--- config.mk ---
export PLATFORM = sky130hd
export DESIGN_NAME = alarm_time_set
export DESIGN_NICKNAME = d
export VERILOG_FILES = /design/src/rtl/alarm_pkg.sv /design/src/rtl/alarm_time_set_btn_debounce.sv /design/src/rtl/alarm_time_set.sv
export SDC_FILE = /design/constraint.sdc
export NUM_CORES = 1
export LEC_CHECK = 0
export ABC_AREA = 1
export ABC_CLOCK_PERIOD_IN_PS = 4500
export BUFFER_PORTS_ARGS = -buffer_cell sky130_fd_sc_hd__buf_2
export CORE_MARGIN = 2
export CORE_UTILIZATION = 66
export CTS_BUF_LIST = sky130_fd_sc_hd__clkbuf_4 sky130_fd_sc_hd__clkbuf_8 sky130_fd_sc_hd__clkbuf_16
export CTS_CLUSTER_DIAMETER = 40
export DETAILED_ROUTE_END_ITERATION = 8
export PLACE_DENSITY_LB_ADDON = 0.05
export SYNTH_ARGS = -nofsm -noshare
export SYNTH_HDL_FRONTEND = slang
export SYNTH_SLANG_ARGS = --single-unit
--- constraint.sdc ---
create_clock -name clk -period 4.5 [get_ports clk]
set_clock_uncertainty 0.05 [all_clocks]
set_input_delay 0.9 -clock clk [delete_from_list [all_inputs] [get_ports clk]]
set_output_delay 0.9 -clock clk [all_outputs]
set_load 0.02 [all_outputs]
--- src/rtl/alarm_pkg.sv ---
// ============================================================================
// alarm_pkg : shared types, field limits and helpers for alarm_time_set
// Revision  : 1.0
// ============================================================================
`default_nettype none

package alarm_pkg;

    typedef enum logic [1:0] {
        ST_IDLE   = 2'd0,
        ST_SET_HH = 2'd1,
        ST_SET_MM = 2'd2,
        ST_SET_SS = 2'd3
    } state_t;

    typedef enum logic [1:0] {
        FLD_NONE = 2'd0,
        FLD_HH   = 2'd1,
        FLD_MM   = 2'd2,
        FLD_SS   = 2'd3
    } field_t;

    localparam logic [4:0] HH_MAX = 5'd23;
    localparam logic [5:0] MS_MAX = 6'd59;

    function automatic field_t sel_field(input state_t st);
        case (st)
            ST_SET_HH: return FLD_HH;
            ST_SET_MM: return FLD_MM;
            ST_SET_SS: return FLD_SS;
            default:   return FLD_NONE;
        endcase
    endfunction

    // Wrapping +/-1 on a field whose legal range is 0..vmax.
    function automatic logic [5:0] step_field(input logic [5:0] v,
                                              input logic [5:0] vmax,
                                              input logic       up);
        if (up)
            return (v >= vmax) ? 6'd0 : v + 6'd1;
        else
            return (v == 6'd0) ? vmax : v - 6'd1;
    endfunction

    // Returns {tens, ones} BCD for a 0..63 binary value.
    function automatic logic [7:0] bin2bcd(input logic [5:0] v);
        logic [3:0] tens;
        logic [5:0] rem;
        tens = 4'd0;
        rem  = v;
        if (v >= 6'd60) begin
            tens = 4'd6; rem = v - 6'd60;
        end else if (v >= 6'd50) begin
            tens = 4'd5; rem = v - 6'd50;
        end else if (v >= 6'd40) begin
            tens = 4'd4; rem = v - 6'd40;
        end else if (v >= 6'd30) begin
            tens = 4'd3; rem = v - 6'd30;
        end else if (v >= 6'd20) begin
            tens = 4'd2; rem = v - 6'd20;
        end else if (v >= 6'd10) begin
            tens = 4'd1; rem = v - 6'd10;
        end
        return {tens, rem[3:0]};
    endfunction

endpackage

`default_nettype wire

--- src/rtl/alarm_time_set_btn_debounce.sv ---
// ============================================================================
// btn_debounce : 2-FF synchronizer, level debouncer and rising-edge press pulse
// Revision     : 1.0
// ============================================================================
`default_nettype none

module btn_debounce #(
    parameter int unsigned DEBOUNCE_CYCLES = 500000
) (
    input  logic clk,
    input  logic rst,
    input  logic btn_i,
    output logic press_o
);

    localparam int unsigned CW = (DEBOUNCE_CYCLES > 1) ? $clog2(DEBOUNCE_CYCLES) : 1;
    localparam logic [CW-1:0] C_LAST = CW'(DEBOUNCE_CYCLES - 1);

    logic [1:0]    sync_q;
    logic          sample;
    logic          level_q, level_d;
    logic          armed_q, armed_d;
    logic          press_q, press_d;
    logic [CW-1:0] cnt_q, cnt_d;

    // Synchronizer flops carry no reset; they flush within two cycles.
    always_ff @(posedge clk) begin
        sync_q <= {sync_q[0], btn_i};
    end

    assign sample = sync_q[1];

    // Until a stable low is seen after reset the debouncer stays disarmed,
    // so a button held across reset release cannot generate a press.
    always_comb begin
        level_d = level_q;
        armed_d = armed_q;
        cnt_d   = cnt_q;
        press_d = 1'b0;
        if (!armed_q) begin
            if (sample) begin
                cnt_d = '0;
            end else if (cnt_q == C_LAST) begin
                cnt_d   = '0;
                armed_d = 1'b1;
            end else begin
                cnt_d = cnt_q + 1'b1;
            end
        end else if (sample == level_q) begin
            cnt_d = '0;
        end else if (cnt_q == C_LAST) begin
            cnt_d   = '0;
            level_d = sample;
            press_d = sample;
        end else begin
            cnt_d = cnt_q + 1'b1;
        end
    end

    always_ff @(posedge clk) begin
        if (rst) begin
            level_q <= 1'b0;
            armed_q <= 1'b0;
            press_q <= 1'b0;
            cnt_q   <= '0;
        end else begin
            level_q <= level_d;
            armed_q <= armed_d;
            press_q <= press_d;
            cnt_q   <= cnt_d;
        end
    end

    assign press_o = press_q;

endmodule

`default_nettype wire

--- src/rtl/alarm_time_set.sv ---
// ============================================================================
// alarm_time_set : three-button HH:MM:SS alarm editor with blinking field
// Revision       : 1.0
// ============================================================================
`default_nettype none

module alarm_time_set
    import alarm_pkg::*;
#(
    parameter int unsigned DEBOUNCE_CYCLES = 500000,
    parameter int unsigned BLINK_CYCLES    = 12500000
) (
    input  logic            clk,
    input  logic            rst,
    input  logic            btn_mode,
    input  logic            btn_up,
    input  logic            btn_down,
    output logic [5:0][3:0] digits,
    output logic [5:0]      digit_en,
    output logic            set_done,
    output logic [4:0]      alarm_hh,
    output logic [5:0]      alarm_mm,
    output logic [5:0]      alarm_ss
);

    localparam int unsigned BW = (BLINK_CYCLES > 1) ? $clog2(BLINK_CYCLES) : 1;
    localparam logic [BW-1:0] C_BLINK_LAST = BW'(BLINK_CYCLES - 1);

    logic mode_p, up_p, down_p;

    btn_debounce #(.DEBOUNCE_CYCLES(DEBOUNCE_CYCLES)) u_db_mode (
        .clk(clk), .rst(rst), .btn_i(btn_mode), .press_o(mode_p)
    );
    btn_debounce #(.DEBOUNCE_CYCLES(DEBOUNCE_CYCLES)) u_db_up (
        .clk(clk), .rst(rst), .btn_i(btn_up), .press_o(up_p)
    );
    btn_debounce #(.DEBOUNCE_CYCLES(DEBOUNCE_CYCLES)) u_db_down (
        .clk(clk), .rst(rst), .btn_i(btn_down), .press_o(down_p)
    );

    state_t        state_q, state_d;
    logic [4:0]    work_hh_q, work_hh_d, com_hh_q, com_hh_d;
    logic [5:0]    work_mm_q, work_mm_d, com_mm_q, com_mm_d;
    logic [5:0]    work_ss_q, work_ss_d, com_ss_q, com_ss_d;
    logic          set_done_q, set_done_d;
    logic [BW-1:0] blink_cnt_q, blink_cnt_d;
    logic          hidden_q, hidden_d;

    logic          step_en, step_up, field_upd;

    // Mode wins over up/down; opposing up+down cancel; nothing edits in IDLE.
    assign step_en   = (state_q != ST_IDLE) && !mode_p && (up_p ^ down_p);
    assign step_up   = up_p;
    assign field_upd = step_en;

    always_comb begin
        state_d    = state_q;
        work_hh_d  = work_hh_q;
        work_mm_d  = work_mm_q;
        work_ss_d  = work_ss_q;
        com_hh_d   = com_hh_q;
        com_mm_d   = com_mm_q;
        com_ss_d   = com_ss_q;
        set_done_d = 1'b0;
        case (state_q)
            ST_IDLE: begin
                if (mode_p) begin
                    state_d   = ST_SET_HH;
                    work_hh_d = com_hh_q;
                    work_mm_d = com_mm_q;
                    work_ss_d = com_ss_q;
                end
            end
            ST_SET_HH: begin
                if (mode_p)
                    state_d = ST_SET_MM;
                else if (step_en)
                    work_hh_d = 5'(step_field({1'b0, work_hh_q}, {1'b0, HH_MAX}, step_up));
            end
            ST_SET_MM: begin
                if (mode_p)
                    state_d = ST_SET_SS;
                else if (step_en)
                    work_mm_d = step_field(work_mm_q, MS_MAX, step_up);
            end
            ST_SET_SS: begin
                if (mode_p) begin
                    state_d    = ST_IDLE;
                    com_hh_d   = work_hh_q;
                    com_mm_d   = work_mm_q;
                    com_ss_d   = work_ss_q;
                    set_done_d = 1'b1;
                end else if (step_en) begin
                    work_ss_d = step_field(work_ss_q, MS_MAX, step_up);
                end
            end
            default: state_d = ST_IDLE;
        endcase
    end

    // Any state change or field edit restarts the blink in the visible phase.
    always_comb begin
        blink_cnt_d = blink_cnt_q;
        hidden_d    = hidden_q;
        if ((state_q == ST_IDLE) || (state_d != state_q) || field_upd) begin
            blink_cnt_d = '0;
            hidden_d    = 1'b0;
        end else if (blink_cnt_q == C_BLINK_LAST) begin
            blink_cnt_d = '0;
            hidden_d    = ~hidden_q;
        end else begin
            blink_cnt_d = blink_cnt_q + 1'b1;
        end
    end

    always_ff @(posedge clk) begin
        if (rst) begin
            state_q     <= ST_IDLE;
            work_hh_q   <= '0;
            work_mm_q   <= '0;
            work_ss_q   <= '0;
            com_hh_q    <= '0;
            com_mm_q    <= '0;
            com_ss_q    <= '0;
            set_done_q  <= 1'b0;
            blink_cnt_q <= '0;
            hidden_q    <= 1'b0;
        end else begin
            state_q     <= state_d;
            work_hh_q   <= work_hh_d;
            work_mm_q   <= work_mm_d;
            work_ss_q   <= work_ss_d;
            com_hh_q    <= com_hh_d;
            com_mm_q    <= com_mm_d;
            com_ss_q    <= com_ss_d;
            set_done_q  <= set_done_d;
            blink_cnt_q <= blink_cnt_d;
            hidden_q    <= hidden_d;
        end
    end

    logic       show_work;
    logic [4:0] show_hh;
    logic [5:0] show_mm, show_ss;

    assign show_work = (state_q != ST_IDLE);
    assign show_hh   = show_work ? work_hh_q : com_hh_q;
    assign show_mm   = show_work ? work_mm_q : com_mm_q;
    assign show_ss   = show_work ? work_ss_q : com_ss_q;

    assign digits = {bin2bcd({1'b0, show_hh}), bin2bcd(show_mm), bin2bcd(show_ss)};

    always_comb begin
        digit_en = 6'b111111;
        if (hidden_q) begin
            case (sel_field(state_q))
                FLD_HH:  digit_en[5:4] = 2'b00;
                FLD_MM:  digit_en[3:2] = 2'b00;
                FLD_SS:  digit_en[1:0] = 2'b00;
                default: digit_en      = 6'b111111;
            endcase
        end
    end

    assign set_done = set_done_q;
    assign alarm_hh = com_hh_q;
    assign alarm_mm = com_mm_q;
    assign alarm_ss = com_ss_q;

endmodule

`default_nettype wire

**Word level (Yosys, flattened, before mapping)**

Cells that the tools add are included.

- Register bits: 134
- Bits in read-only memories: 0
- Memories kept: 0
- Bits in writable memories: 0
- Output and inout port bits: 48
- Latch bits: 0

- Mux-type cells: 93
- Eq/ne operators: 21
- Bitwise logic cells: 12
- Divide/modulo/power cells: 0
- Shift-type cells: 0
- Multiply operators: 0
- Add/subtract/negate cells: 28
- Magnitude comparators: 21
- Reductions and logical operators: 26

Operator list:

| operator | count |
|---|---|
| two-way mux 19 bit | 12 |
| two-way mux 6 bit | 15 |
| two-way mux 4 bit | 18 |
| adder 19 x 1 -> 19 bit (second input constant) | 3 |
| equality test 19 bit (second input constant) | 3 |
| >= comparator 6 bit (second input constant) | 8 |
| subtractor 4 bit (second input constant) | 12 |
| two-way mux 5 bit | 7 |
| two-way mux 2 bit | 14 |
| two-way mux 3 bit | 9 |
| adder 24 x 1 -> 24 bit (second input constant) | 1 |
| equality test 24 bit (second input constant) | 1 |
| >= comparator 6 x 5 -> 1 bit (second input constant) | 4 |
| one-hot mux 6 bit (2 select lines) | 2 |
| >= comparator 5 x 6 -> 1 bit (second input constant) | 3 |
| >= comparator 5 bit (second input constant) | 3 |
| two-way mux 1 bit | 13 |
| adder 6 x 1 -> 6 bit (second input constant) | 2 |
| >= comparator 6 x 4 -> 1 bit (second input constant) | 2 |
| logical NOT 6 bit | 2 |
| inequality test 2 bit (second input constant) | 6 |
| AND reduction 4 bit | 3 |
| OR reduction 4 bit | 3 |
| subtractor 4 x 2 -> 4 bit (second input constant) | 3 |
| other kinds (25) | 52 |

**Depth between registers and ports, before layout**

- Depth after elaboration: 9
- Depth in mapped cells: 16

**Modules after synthesis**

A second synthesis with hierarchy kept.

- Cells, all modules: 1226
- Area total of the unflattened synthesis: 8446.9 sq um

By module, submodules not included:

| module | area an instance (sq um) | times used | seq. area each (sq um) | cells each |
|---|---|---|---|---|
| alarm_time_set | 4750.8 | 1 | 1241.2 | 717 |
| btn_debounce at u_db_down | 1268.7 | 1 | 480.5 | 177 |
| btn_debounce at u_db_up | 1216.2 | 1 | 480.5 | 165 |
| btn_debounce at u_db_mode | 1211.2 | 1 | 480.5 | 167 |

**Least setup slack after synthesis**

OpenSTA, ideal clock, no wires.

- Kind: flip-flop to output port
- Start: register state_q[0]
- End: output port digits[17] (netlist name)
- Slack: 1187 ps
- Stages on the path, launching flop included: 11
- Required time: 3550 ps
- Data arrival time: 2363 ps
- Buffers on the path: 2
- Cell sequence: dfxtp_1 nor2_2 buf_6 buf_12 o21ai_1 inv_1 ha_1 nand3_1 a31oi_4 o21ai_2 xor2_1

RTL lines:

| item | line | source |
|---|---|---|
| start: declaration | alarm_time_set.sv:41 | `state_t state_q, state_d;` |
| start signal: assignment | alarm_time_set.sv:129 | `state_q <= state_d;` |
| end: declaration | alarm_time_set.sv:18 | `output logic [5:0][3:0] digits,` |

==> metrics.txt <==
status finished clean; Initial Utilization a little under 70%; RD Place Congestion 0.948; worst setup path endpoint digits[9]; MaxCap Viol Count 0; RSZ-0062 raised after global routing no; Seq/Total Area, Yosys 34.6%; most frequent cell after synthesis nand2_1; die area 12600 sq um; post-synthesis compound-gate area fraction ~16%; Data required, critical path 3.55 ns; Routed WL per cell 12.9 um; Pint around 2 mW; Slew Limit Fails 0; Post-Syn Area 7740 sq um; Port Buffers 48; dominant synthesized flop cell dfxtp_1; grt ovf 0; number of enable flip-flop cells after synthesis 0; Via density 5.52; layout cell share with drive strength beyond 1 12.7%; Worst-path clk slew 0.06 ns; # IOs 53; Synth Area in XOR/XNOR 4.52%; largest net degree at the start of global routing 28; Buf/Inv on CP 2; Final setup viols 0; number of global-route vias before repair 6780; reg2reg path depth 8; switching pwr 0.538 mW; FF-to-FF End work_mm_q[4]; Yosys warning total 0; syn avg cell area 6.99 sq um; combinational share of power 1.2%; initial DRC count 558; CP Capture Type output pin; NumNets Final about 1200; synth cell count leaders nand2_1, inv_1, nor2_1; cells along the critical path nor2_4, nand2_1, o21ai_2, inv_1, ha_1, nand4_1, nand3_1, a21o_1, nand2_2, nand2_2, nand2_1, nand2_1, buf_2; post-synthesis register bit count 134; ant diodes 0; area share of the leading cell type in the synthesized netlist around 35%; FMAX 0.264 GHz; CORE AREA 11400 sq um; Clock Power Share a little over half; total number of vias about 7200; clock tree buffer depth 2; largest family of logic cells by synthesized area simple AND/OR/NAND/NOR gates; Chip Height 112 um; H-tree levels 4; Num Clock Sinks 134; cells after synthesis 1108; antenna violations before repair 0; Synth Area in Adders under 10%; count of cell types in the netlist 52; delay-heaviest family, CP simple AND/OR/NAND/NOR gates; worst vdd rail ir drop 0.000282 V; first-pass GRT wire length slightly below 30000 um; Pwr Density 300 nW/um^2; post-route non-filler standard cell count 1304; Period Utilization, post-route 84.2%; hold_ws 0.278 ns; total track usage between 20% and 30%; Critical Path Source state_q[0]; Final Hold Viols 0; Slew @ Worst Pin 0.819 ns; most frequent CP cell nand2_1; critical-path maximum fanout 27; DR DRC count 0; slowest stage delay, CP 0.57 ns; Skew-Pair Late Insertion Delay 0.41 ns; post-CTS setup buffer count 0; startpoint types flop; Final HPWL DP about 12000 um; clock root buffer clkbuf_16; Reg power frac 46.5%; antenna-violating nets left 0; Post-CTS Resized 0; Rows 39; setup tns final 0 ns; simple-gate share of the synthesized area 31.2%; drt total wl 16800 um; die width 112 um; P&R area growth vs syn 10.7%; fraction of registers with async set/reset 0%; cell accounting for the most synthesized area dfxtp_1; reg2reg setup slack approximately 2.2 ns; Arrival @ worst endpoint 2.84 ns; hold_buf cts 0; Crit Reg-Reg Startpoint state_q[1]; TritonRoute pass-1 iters 6; CP max-delay cell nor2_4; worst hold-check path type reg -> reg; Placed Instances 1273; Lkg Pwr 3.37 nW; sw frac 20.9%; fin crit period 3.79 ns; slew margin rel. between 40% and 50%; critical path class reg -> out; TritonCTS Buffers 17; critical path depth 13; Total Power 2.58 mW; CTS tree yes; Synth area leaders dfxtp_1, nand2_1, inv_1; post-synthesis mux area share 0%
==> flip-flops by register name (all words and copies together), names as in the netlist, 2 cells and up <==
| register | cells |
|---|---|
| u_db_down.cnt_q | 19 |
| u_db_down.sync_q | 2 |
| alarm_hh | 5 |
| blink_cnt_q | 24 |
| u_db_up.cnt_q | 19 |
| u_db_mode.cnt_q | 19 |
| alarm_ss | 6 |
| work_mm_q | 6 |
| u_db_mode.sync_q | 2 |
| u_db_up.sync_q | 2 |
| work_ss_q | 6 |
| work_hh_q | 5 |
| state_q | 2 |
| alarm_mm | 6 |
==> layer usage <==
metal	GRT usage (%)	part of all wire, %	vias up
met2	48.5	49	203
met1	34.1	45	3255
li1	-	-	3730
met3	3.89	4.8	16
met5	0	0	-
met4	8.29	0.92	0
==> cell families after synthesis <==
| family | count (synthesis) |
|---|---|
| and+or+nand+nor | 526 |
| AOI/OAI and AO/OA | 199 |
| buffers and inverters | 186 |
| DFF | 134 |
| xor gates and xnor gates | 40 |
| adders and majority gates | 22 |
| other | 1 |
==> worst min-delay path by stage <==
stage | from | endpoint | depth (start not counted)
6_report | u_db_up.sync_q[0] | u_db_up.sync_q[1] | 0
5_1_grt | u_db_up.sync_q[0] | u_db_up.sync_q[1] | 0
4_1_cts | u_db_up.sync_q[0] | u_db_up.sync_q[1] | 0
3_5_place_dp | u_db_up.sync_q[0] | u_db_up.sync_q[1] | 0
3_3_place_gp | u_db_up.sync_q[0] | u_db_up.sync_q[1] | 0
2_1_floorplan | u_db_down.sync_q[0] | u_db_down.sync_q[1] | 0
==> layout make-up <==
type                            instances  area [sq um]
Multi-Input combinational cell        791          4300
Inverter                              155           582
Fill cell                             909          2840
Clock inverter                         12           129
Clock buffer                           19           453
Timing Repair Buffer                   50           255
Tap cell                              143           179
Sequential cell                       134          2680
==> cell usage in the layout (no fill, tap or decap), types with 22 or more instances in the layout <==
cell     Yosys  final
a21oi_1     71     71
buf_2        5     48
dfxtp_1    134    134
ha_1        22     22
inv_1      149    149
nand2_1    199    199
nand3_1     65     65
nand4_1     28     28
nor2_1     135    135
nor3_1      34     34
o21ai_0     54     54
xor2_1      28     28
==> power by group through the flow <==
stage	Combinational (mW)	Clock, mW	Sequential (mW)
floorplan	0.0258	0	1.22
global placement	0.0306	0	1.22
detailed placement	0.0311	0	1.22
CTS	0.0317	1.37	1.20
global route	0.0355	1.41	1.20
finish	0.0316	1.35	1.20
==> metrics by stage <==
| step | worst slack [ns] | area (sq um) | utilization, % |
|---|---|---|---|
| after floorplan | 1.19 | 7760 | - |
| after global placement | 1.21 | 8000 | 70.0 |
| after detailed placement | 1.16 | 8000 | 70.0 |
| after CTS | 0.720 | 8580 | 75.1 |
| after global routing | 0.444 | 8580 | 75.1 |
| final | 0.710 | 8580 | 75.1 |
No activity file was read; power rests on OpenSTA's default activity.
